===== config.mk =====
export PLATFORM = sky130hd
export DESIGN_NAME = saturate
export DESIGN_NICKNAME = d
export VERILOG_FILES = /design/src/rtl/saturate.sv
export SDC_FILE = /design/constraint.sdc
export NUM_CORES = 1
export LEC_CHECK = 0
export CORE_MARGIN = 2
export CORE_UTILIZATION = 33
export CTS_BUF_LIST = sky130_fd_sc_hd__clkbuf_8
export DETAILED_ROUTE_END_ITERATION = 16
export GPL_ROUTABILITY_DRIVEN = 0
export PLACE_DENSITY = 0.65
export SLEW_MARGIN = 20
export SYNTH_ARGS = -nofsm -noshare
export SYNTH_HDL_FRONTEND = slang
export SYNTH_SLANG_ARGS = --single-unit

===== constraint.sdc =====
create_clock -name clk -period 3.4 [get_ports clk]
set_input_delay 0.68 -clock clk [delete_from_list [all_inputs] [get_ports clk]]
set_output_delay 0.68 -clock clk [all_outputs]
set_load 0.01 [all_outputs]

===== src/rtl/saturate.sv =====
// +---------------------------------------------------------------------------+
// | saturate: one-stage valid/ready signed saturation from ARGW to RESW bits  |
// | Rev 1.0                                                                   |
// +---------------------------------------------------------------------------+
`default_nettype none

module saturate #(
  parameter int ARGW = 24,
  parameter int RESW = 16
) (
  input  logic            clk,
  input  logic            rst_n,
  input  logic            arg_valid,
  output logic            arg_ready,
  input  logic [ARGW-1:0] arg_data,
  output logic            res_valid,
  input  logic            res_ready,
  output logic [RESW-1:0] res_data
);

  localparam logic [RESW-1:0] C_MAX = {1'b0, {(RESW-1){1'b1}}};
  localparam logic [RESW-1:0] C_MIN = {1'b1, {(RESW-1){1'b0}}};

  logic            res_valid_q, res_valid_d;
  logic [RESW-1:0] res_data_q, res_data_d;
  logic [RESW-1:0] w_sat;
  logic            w_arg_xfer;

  generate
    if (ARGW == RESW) begin : g_pass
      assign w_sat = arg_data;
    end else begin : g_sat
      // Argument fits only when every bit from the result sign upward agrees.
      logic [ARGW-RESW:0] w_top;
      logic               w_ovf;
      assign w_top = arg_data[ARGW-1:RESW-1];
      assign w_ovf = !((&w_top) || !(|w_top));
      assign w_sat = w_ovf ? (arg_data[ARGW-1] ? C_MIN : C_MAX)
                           : arg_data[RESW-1:0];
    end
  endgenerate

  always_comb begin
    arg_ready   = !res_valid_q || res_ready;
    w_arg_xfer  = arg_valid && arg_ready;
    res_valid_d = res_valid_q;
    res_data_d  = res_data_q;
    if (w_arg_xfer) begin
      res_valid_d = 1'b1;
      res_data_d  = w_sat;
    end else if (res_valid_q && res_ready) begin
      res_valid_d = 1'b0;
    end
  end

  always_ff @(posedge clk or negedge rst_n) begin
    if (!rst_n) begin
      res_valid_q <= 1'b0;
      res_data_q  <= '0;
    end else begin
      res_valid_q <= res_valid_d;
      res_data_q  <= res_data_d;
    end
  end

  assign res_valid = res_valid_q;
  assign res_data  = res_data_q;

endmodule

`default_nettype wire


==> results of run 1 <==
[cells in the final DEF (no fill, tap or decap), drive strengths merged]
| master | netlist | final |
|---|---|---|
| and2 | 1 | 1 |
| buf | 4 | 3 |
| clkbuf | 4 | 3 |
| clkdlybuf4s50 | 0 | 45 |
| dfrtp | 17 | 17 |
| inv | 16 | 17 |
| mux2 | 1 | 1 |
| nand2b | 2 | 2 |
| nand3 | 15 | 15 |
| nand4 | 2 | 2 |
| o2111ai | 1 | 1 |
| o21a | 1 | 1 |
| o221ai | 15 | 15 |
| or4 | 2 | 2 |
[power by group through the flow]
stage	clock [mW]	sequential, mW	combinational, mW
finish	0.146	0.248	0.192
global route	0.160	0.251	0.207
CTS	0.151	0.248	0.195
detailed placement	0	0.252	0.194
global placement	0	0.251	0.193
floorplan	0	0.264	0.0729
[routing by layer]
layer	up-vias	track usage (%)	routed length, um
met1	372	18.14	988
li1	388	-	-
met4	0	5.102	21
met5	-	0	0
met2	40	24.20	1002
met3	2	4.839	211
[registers in the layout (all words and copies together) (netlist names)]
register and cells:
res_data 16, res_valid 1
[worst paths after layout]
check,end,depth (start not counted)
max,arg_ready,3
min,res_data[15],1
max reg2reg,res_data[12],5
min reg2reg,res_data[15],1
max in group asynchronous,res_valid,1
min in group asynchronous,res_data[6],1
[Yosys cell counts, drive strengths merged]
library cell,number,area share (%)
o2111ai,1,2.9
nand3,15,8.3
buf,4,3.9
o221ai,15,21
dfrtp,17,47
or4,2,2.5
nand2b,2,1.4
inv,16,6.6
clkbuf,4,1.7
mux2,1,1.2
o21a,1,0.83
and2,1,0.69
nand4,2,1.4
[cells by family (layout without fill, tap and decap cells)]
logic type             Yosys count  count (layout)  share of synthesized area [%]
DFF                             17              17                          47.09
and+or+nand+nor                 22              22                          14.27
AOI/OAI and AO/OA               17              17                          25.21
buffers and inverters           24              68                          12.19
muxes                            1               1                          1.246
[metrics by stage]
stage,util (%),std cells
finish,55.36,155
global route,55.36,155
detailed placement,53.59,151
CTS,55.36,155
floorplan,-,81
global placement,53.59,151
[layout make-up]
class	instances	share of cell area [%]
sequential	17	30.20
inverter	16	4.263
timing repair buffer	48	33.57
tap	30	2.664
clock buffer	3	2.931
clock inverter	1	0.2664
multi-input combinational	40	26.11
==> impl_metrics.csv, run 1 <==
group,metric,value,unit
cts,numCtsBuffers,3,
power,comb_power_share,32.9,%
sta,holdWs,0.5074,ns
setup_path,crit_start,"res_ready",
finish,fin_nets,154,
floorplanning,die_area,3172,um^2
sta,setup_ws,0.8808,ns
routing,drcViolationCount,0,
sta,slew_viol_final,0,
setup_path,cp_common_cell,"clkdlybuf4s50_1",
routing,vias,802,
finish,area_delta_synth_final,55.96,%
power,power.internal,425.4,uW
power,cellLeakagePower,0.5780,nW
placement,place_ws,0.8127,ns
synthesis,yosysWarnings,0,
power,vdd_ir_drop_max,0.0002613,V
power,clockPowerShare,24.9,%
synthesis,syn_avg_cell_area,11.15,um^2
cts,clkTransAtPathRegs,0.06,ns
floorplanning,coreArea,2545,um^2
status,status,"finished clean",
cts,ctsHoldBuffers,0,
sta,setup_viol,0,
setup_path,end_kind,"primary output",
routing,dr.pass1.iters,4,
synthesis,syn_area,903.4,um^2
setup_path,slowest_stage,"clkdlybuf4s50_1",
grt,grt_first_pass_wirelength,3698,um
power,sw_frac_of_total,27.36,%
setup_path,r2r-start,"res_valid",
setup_path,cp.required,2.72,ns
routing,drtAntennaViolNets,0,
sta,hold_viol,0,
cts,cts_tree,"done",
cts,cts_max_path_buffers,2,
finish,multi_input_area,367.9,um^2
min_path,hp-start,"res_data[15]",
sta,skew,0.002079,ns
routing,wl_per_cell,14.35,um
grt,track_usage,14.75,%
setup_path,slowest_delay,0.56,ns
power,power_frac_seq,42.3,%
grt,grt_remaining_overflow,0,
placement,dp_hpwl,1639,um
setup_path,arrival,1.84,ns
job,cap_violations,0,
cts,htreeDepth,1,
routing,drt_iter0_markers,18,
setup_path,crit_family,"buffers and inverters",
power,p_switching,160.2,uW
sta,period_share,74.10,%
sta,fmax,396.9,MHz
finish,layout-drive-gt1-share,16.00,%
floorplanning,rows,18,
placement,dpl_cell_area,1364,um^2
cts,cts_resized,0,
synthesis,netlist_instances,81,
floorplanning,fp.dieH,56.32,um
cts,cts.sinks,17,
synthesis,syn_nets,109,
sta,max_slew_margin,47.79,%
grt,grt_pass1_vias,788,
synthesis,ys_types,15,
cts,clk_latency,0.25,ns
finish,fillers,244,
synthesis,ys_seq_area_share,47.09,%
placement,io_buffers,45,
setup_path,path_buf_inv,2,
setup_path,crit_path_start_kind,"input pin",
min_path,min_path_type,"reg -> reg",
setup_path,ff2ff_setup_slack,1.77,ns
finish,num_antenna_cells,0,
synthesis,yosys_register_bits,17,
grt,grt_max_degree,19,
finish,seq_area,425.4,um^2
sta,tightestPinTransition,0.7807,ns
cts,cts-root-buf,"clkbuf_8",
floorplanning,initial_utilization,35.50,%
routing,drt-total-wl,2224,um
finish,final_area,1409,um^2
sta,rsz0062_at_grt,"false",
setup_path,path_class,"in -> out",
cts,cts_setup_buffers,0,
grt,antenna_found_initial,0,
power,power,585.6,uW
power,p_per_area,415.7,nW/um^2
floorplanning,ioPinCount,46,
sta,tns,0,ns
setup_path,crit_path_cell_trace,"clkdlybuf4s50_1 -> nand2b_1 -> clkdlybuf4s50_1",
routing,vias_per_cell,5.174,
floorplanning,die_w,56.32,um
sta,fin_crit,2.519,ns
setup_path,cp_max_fo,2,
Power figures use the tool's default switching activity.
==> run 2: changes to the inputs <==
clock period = 2.63 ns   (was 3.4 ns; I/O delays follow)
==> run 2 against run 1 <==
Compared with the run above: sequential power is 29% higher; worst setup slack worse by 0.44 ns; largest power group unchanged; critical path type unchanged; total power is 29% higher; hold slack worse by 0.00098 ns; clock-buffer cell count stayed put.
==> impl_metrics.csv, run 2 (synthesis gave the netlist of run 1 again) <==
group,metric,value,unit
status,status,"finished clean",
cts,ctsHoldBuffers,0,
routing,dr.pass1.iters,4,
setup_path,crit_path_start_kind,"input pin",
sta,rsz0062_at_grt,"false",
finish,instances_no_fill,157,
floorplanning,rows,18,
cts,htreeDepth,1,
finish,multi_input_area,367.9,um^2
placement,place_inst,153,
finish,final_cell_mix,"45 x clkdlybuf4s50_1, 17 x inv_1, 17 x dfrtp_1, 15 x nand3_1, 10 x o221ai_2",
cts,cts_setup_buffers,0,
min_path,min_delay_path_depth,1,
routing,drtAntennaViolNets,0,
power,sw_frac_of_total,27.19,%
setup_path,crit_path_cell_trace,"clkdlybuf4s50_1 -> nand2b_1 -> clkdlybuf4s50_1",
sta,skew,0.0007874,ns
setup_path,reg2regPathDepth,5,
power,power_frac_seq,42.3,%
min_path,hp-start,"res_data[15]",
sta,setup_viol,0,
placement,dpl_cell_area,1379,um^2
finish,final_area,1424,um^2
floorplanning,initial_utilization,35.50,%
setup_path,path_class,"in -> out",
cts,cts-root-buf,"clkbuf_8",
floorplanning,die_w,56.32,um
placement,io_buffers,45,
min_path,min_path_type,"reg -> reg",
finish,seq_area,425.4,um^2
min_path,hold_path_end,"res_data[15]",
floorplanning,die_area,3172,um^2
setup_path,slowest_stage,"clkdlybuf4s50_1",
setup_path,arrival,1.67,ns
cts,numCtsBuffers,3,
sta,tightestPinTransition,0.7557,ns
floorplanning,fp.dieH,56.32,um
finish,largest_reg_flops,16,
sta,period_share,83.37,%
finish,num_antenna_cells,0,
cts,cts_resized,0,
sta,fmax,456.1,MHz
sta,slew_viol_final,0,
power,comb_power_share,33.3,%
sta,tns,0,ns
power,cellLeakagePower,0.5874,nW
grt,grt_pass1_vias,818,
setup_path,end_kind,"primary output",
setup_path,cp_max_fo,2,
floorplanning,coreArea,2545,um^2
finish,fillers,232,
finish,fin_nets,156,
grt,track_usage,14.93,%
setup_path,ff2ff_setup_slack,1.19,ns
cts,cts_tree,"done",
power,vdd_ir_drop_max,0.0002418,V
sta,max_slew_margin,49.46,%
grt,grt_remaining_overflow,0,
grt,antenna_found_initial,0,
routing,drt_iter0_markers,10,
setup_path,cp.required,2.10,ns
routing,drcViolationCount,0,
routing,vias_per_cell,5.057,
sta,fin_crit,2.193,ns
power,p_switching,206.1,uW
cts,clk_latency,0.24,ns
power,p_per_area,532.3,nW/um^2
routing,wl_per_cell,14.53,um
grt,grt_max_degree,19,
setup_path,r2r_end,"res_data[6]",
floorplanning,ioPinCount,46,
power,clockPowerShare,24.4,%
routing,drt-total-wl,2281,um
routing,vias,794,
cts,cts_max_path_buffers,2,
grt,grt_first_pass_wirelength,3801,um
cts,clkTransAtPathRegs,0.06,ns
job,cap_violations,0,
setup_path,r2r-start,"res_valid",
placement,dp_hpwl,1732,um
finish,area_delta_synth_final,57.62,%
power,power.internal,551.9,uW
setup_path,slowest_delay,0.56,ns
sta,hold_viol,0,
finish,layout-drive-gt1-share,17.32,%
sta,holdWs,0.5064,ns
cts,cts.sinks,17,
setup_path,cp_common_cell,"clkdlybuf4s50_1",
finish,mostFrequentLayoutCell,"clkdlybuf4s50_1",
[run 2: worst max-delay path by stage]
stage / start / endpoint / slack (ns)
global route: res_ready / arg_ready / 0.37
CTS: res_ready / arg_ready / 0.42
floorplan: arg_data[22] / res_data[0] / 0.90
finish: res_ready / arg_ready / 0.44
detailed placement: arg_data[18] / res_data[1] / 0.29
global placement: arg_data[22] / res_data[2] / 0.30
[run 2: worst max-delay path: cells and delay by family]
kind                   cells  cell delay [ns]
buffers and inverters      2             1.01
AND/OR/NAND/NOR            1             0.13
[run 2: cell type report]
type / count / share of cell area (%)
timing repair buffer: 50 / 34.27
sequential: 17 / 29.88
inverter: 16 / 4.218
tap: 30 / 2.636
multi-input combinational: 40 / 25.83
clock buffer: 3 / 2.900
clock inverter: 1 / 0.2636
[run 2: stage by stage]
step	total power, mW	utilization (%)	setup slack, ns
after floorplan	0.4360	-	0.9007
after global placement	0.5768	54.18	0.2999
after detailed placement	0.5788	54.18	0.2877
after CTS	0.7630	55.95	0.4199
after global routing	0.7989	55.95	0.3700
final	0.7580	55.95	0.4373
[run 2: layer usage]
metal	GRT usage, %	up-vias	share of wire (%)
met4	2.041	0	0
met1	20.69	369	47
li1	-	387	-
met3	5.991	0	11
met2	22.52	38	42
met5	0	-	0
[run 2: power by group through the flow]
| stage | Sequential [mW] | Clock, mW | Combinational, mW |
|---|---|---|---|
| 2_1_floorplan | 0.342 | 0 | 0.0942 |
| 3_3_place_gp | 0.325 | 0 | 0.252 |
| 3_5_place_dp | 0.325 | 0 | 0.254 |
| 4_1_cts | 0.321 | 0.186 | 0.256 |
| 5_1_grt | 0.326 | 0.200 | 0.273 |
| 6_report | 0.321 | 0.185 | 0.252 |
==> run 3: changes to the inputs <==
PLACE_DENSITY = 0.68   (was 0.65)
clock period = 2 ns   (was 2.63 ns; I/O delays follow)
==> run 3 against run 2 <==
Compared with the run above: sequential power rose by 31%; first-iteration DRC count rose by 100%; clock power rose by 35%; critical endpoint is now res_data[7]; critical path type is now in -> reg.
==> impl_metrics.csv, run 3 (synthesis gave the netlist of run 1 again) <==
group,metric,value,unit
floorplanning,ioPinCount,46,
finish,seq_area,425.4,um^2
cts,cts_setup_buffers,0,
routing,drt-total-wl,2332,um
finish,mostFrequentLayoutCell,"clkdlybuf4s50_1",
finish,layout-drive-gt1-share,17.97,%
power,p_per_area,697.4,nW/um^2
grt,grt_first_pass_wirelength,3726,um
setup_path,path_class,"in -> reg",
cts,cts_tree,"done",
placement,dpl_cell_area,1399,um^2
cts,clkTransAtPathRegs,0.06,ns
setup_path,cp.required,2.09,ns
floorplanning,die_w,56.32,um
cts,cts.sinks,17,
grt,grt_remaining_overflow,0,
sta,period_share,91.04,%
sta,holdWs,0.4799,ns
placement,place_inst,154,
grt,grt_pass1_vias,789,
cts,numCtsBuffers,3,
sta,setup_viol,0,
routing,dr.pass1.iters,3,
routing,drt_iter0_markers,20,
finish,instances_no_fill,158,
min_path,min_path_type,"in -> async",
sta,rsz0062_at_grt,"false",
cts,cts_max_path_buffers,2,
routing,drcViolationCount,0,
grt,track_usage,14.74,%
floorplanning,rows,18,
finish,num_antenna_cells,0,
finish,final_area,1446,um^2
setup_path,end_kind,"flop",
sta,slew_viol_final,0,
cts,htreeDepth,1,
cts,cts-root-buf,"clkbuf_8",
sta,hold_viol,0,
sta,fin_crit,1.821,ns
floorplanning,initial_utilization,35.50,%
sta,fmax,549.2,MHz
placement,dp_hpwl,1672,um
sta,tightestPinTransition,0.7402,ns
floorplanning,coreArea,2545,um^2
status,status,"finished clean",
job,cap_violations,0,
finish,fillers,233,
sta,max_slew_margin,50.65,%
power,cellLeakagePower,0.6040,nW
finish,largest_reg_flops,16,
setup_path,arrival,1.91,ns
finish,final_cell_mix,"44 x clkdlybuf4s50_1, 17 x inv_1, 17 x dfrtp_1, 15 x nand3_1, 10 x o221ai_2",
routing,wl_per_cell,14.76,um
placement,place_ws,-0.08876,ns
sta,skew,0.001552,ns
setup_path,cp_max_fo,15,
finish,area_delta_synth_final,60.11,%
power,power,1.009,mW
setup_path,crit_path_start_kind,"input pin",
power,vdd_ir_drop_max,0.0003409,V
cts,clk_latency,0.25,ns
finish,multi_input_area,367.9,um^2
routing,vias_per_cell,5.063,
finish,fin_nets,157,
routing,vias,800,
grt,grt_max_degree,19,
grt,antenna_found_initial,0,
placement,io_buffers,45,
routing,drtAntennaViolNets,0,
cts,ctsHoldBuffers,0,
sta,setup_ws,0.1793,ns
floorplanning,die_area,3172,um^2
floorplanning,fp.dieH,56.32,um
-- run 3: changes by cell type in the layout (fill, tap and decap cells not counted), sizes merged --
cell           before  now
dlymetal6s2s        0    1
clkdlybuf4s50      45   44
buf                 5    6
-- run 3: final timing paths --
| path | startpoint | slack (ns) | end | cells past startpoint |
|---|---|---|---|---|
| setup / recovery | arg_data[18] | 0.18 | res_data[7] | 5 |
| hold / removal | rst_n | 0.48 | res_data[4] | 2 |
| setup reg to reg | res_valid | 0.57 | res_data[7] | 5 |
| hold reg to reg | res_data[15] | 0.52 | res_data[15] | 1 |
| max in group asynchronous | rst_n | 1.33 | res_data[13] | 2 |
| min in group clk | res_data[15] | 0.52 | res_data[15] | 1 |
-- run 3: layer usage --
metal  global-route usage (%)  vias to the layer above  share of wire (%)
met5                        0                        -                  0
met3                    5.069                        3                9.4
met4                    5.102                        0                1.5
li1                         -                      387                  -
met2                    22.35                       40                 42
met1                    19.57                      370                 47
-- run 3: critical path: stages --
cell and delay [ns]:
clkdlybuf4s50_1 0.43, or4_4 0.56, o2111ai_4 0.22, buf_12 0.18, o221ai_1 0.12
-- run 3: power by group --
part           leakage (nW)  internal (mW)  switching, mW  total [mW]
clock network        0.0269          0.136          0.114       0.250
logic                 0.379          0.200          0.138       0.338
registers             0.198          0.394         0.0271       0.421
total                 0.604          0.730          0.279        1.01
-- run 3: what timing repair did --
action,in CTS,in global routing
endpoints found under the setup margin,0,1
hold endpoints to repair,0,0
gates resized for setup,0,1
-- run 3: final cells by class --
| cell class | count | area share, % |
|---|---|---|
| Clock buffer | 3 | 2.855 |
| Sequential cell | 17 | 29.41 |
| Tap cell | 30 | 2.595 |
| Inverter | 16 | 4.152 |
| Clock inverter | 1 | 0.2595 |
| Timing Repair Buffer | 51 | 35.29 |
| Multi-Input combinational cell | 40 | 25.43 |
-- run 3: through the flow --
stage	TNS [ns]	utilization [%]
6_report	0	56.83
2_1_floorplan	0	-
3_5_place_dp	-0.8157	54.97
4_1_cts	0	56.74
5_1_grt	0	56.83
3_3_place_gp	-0.5796	54.97
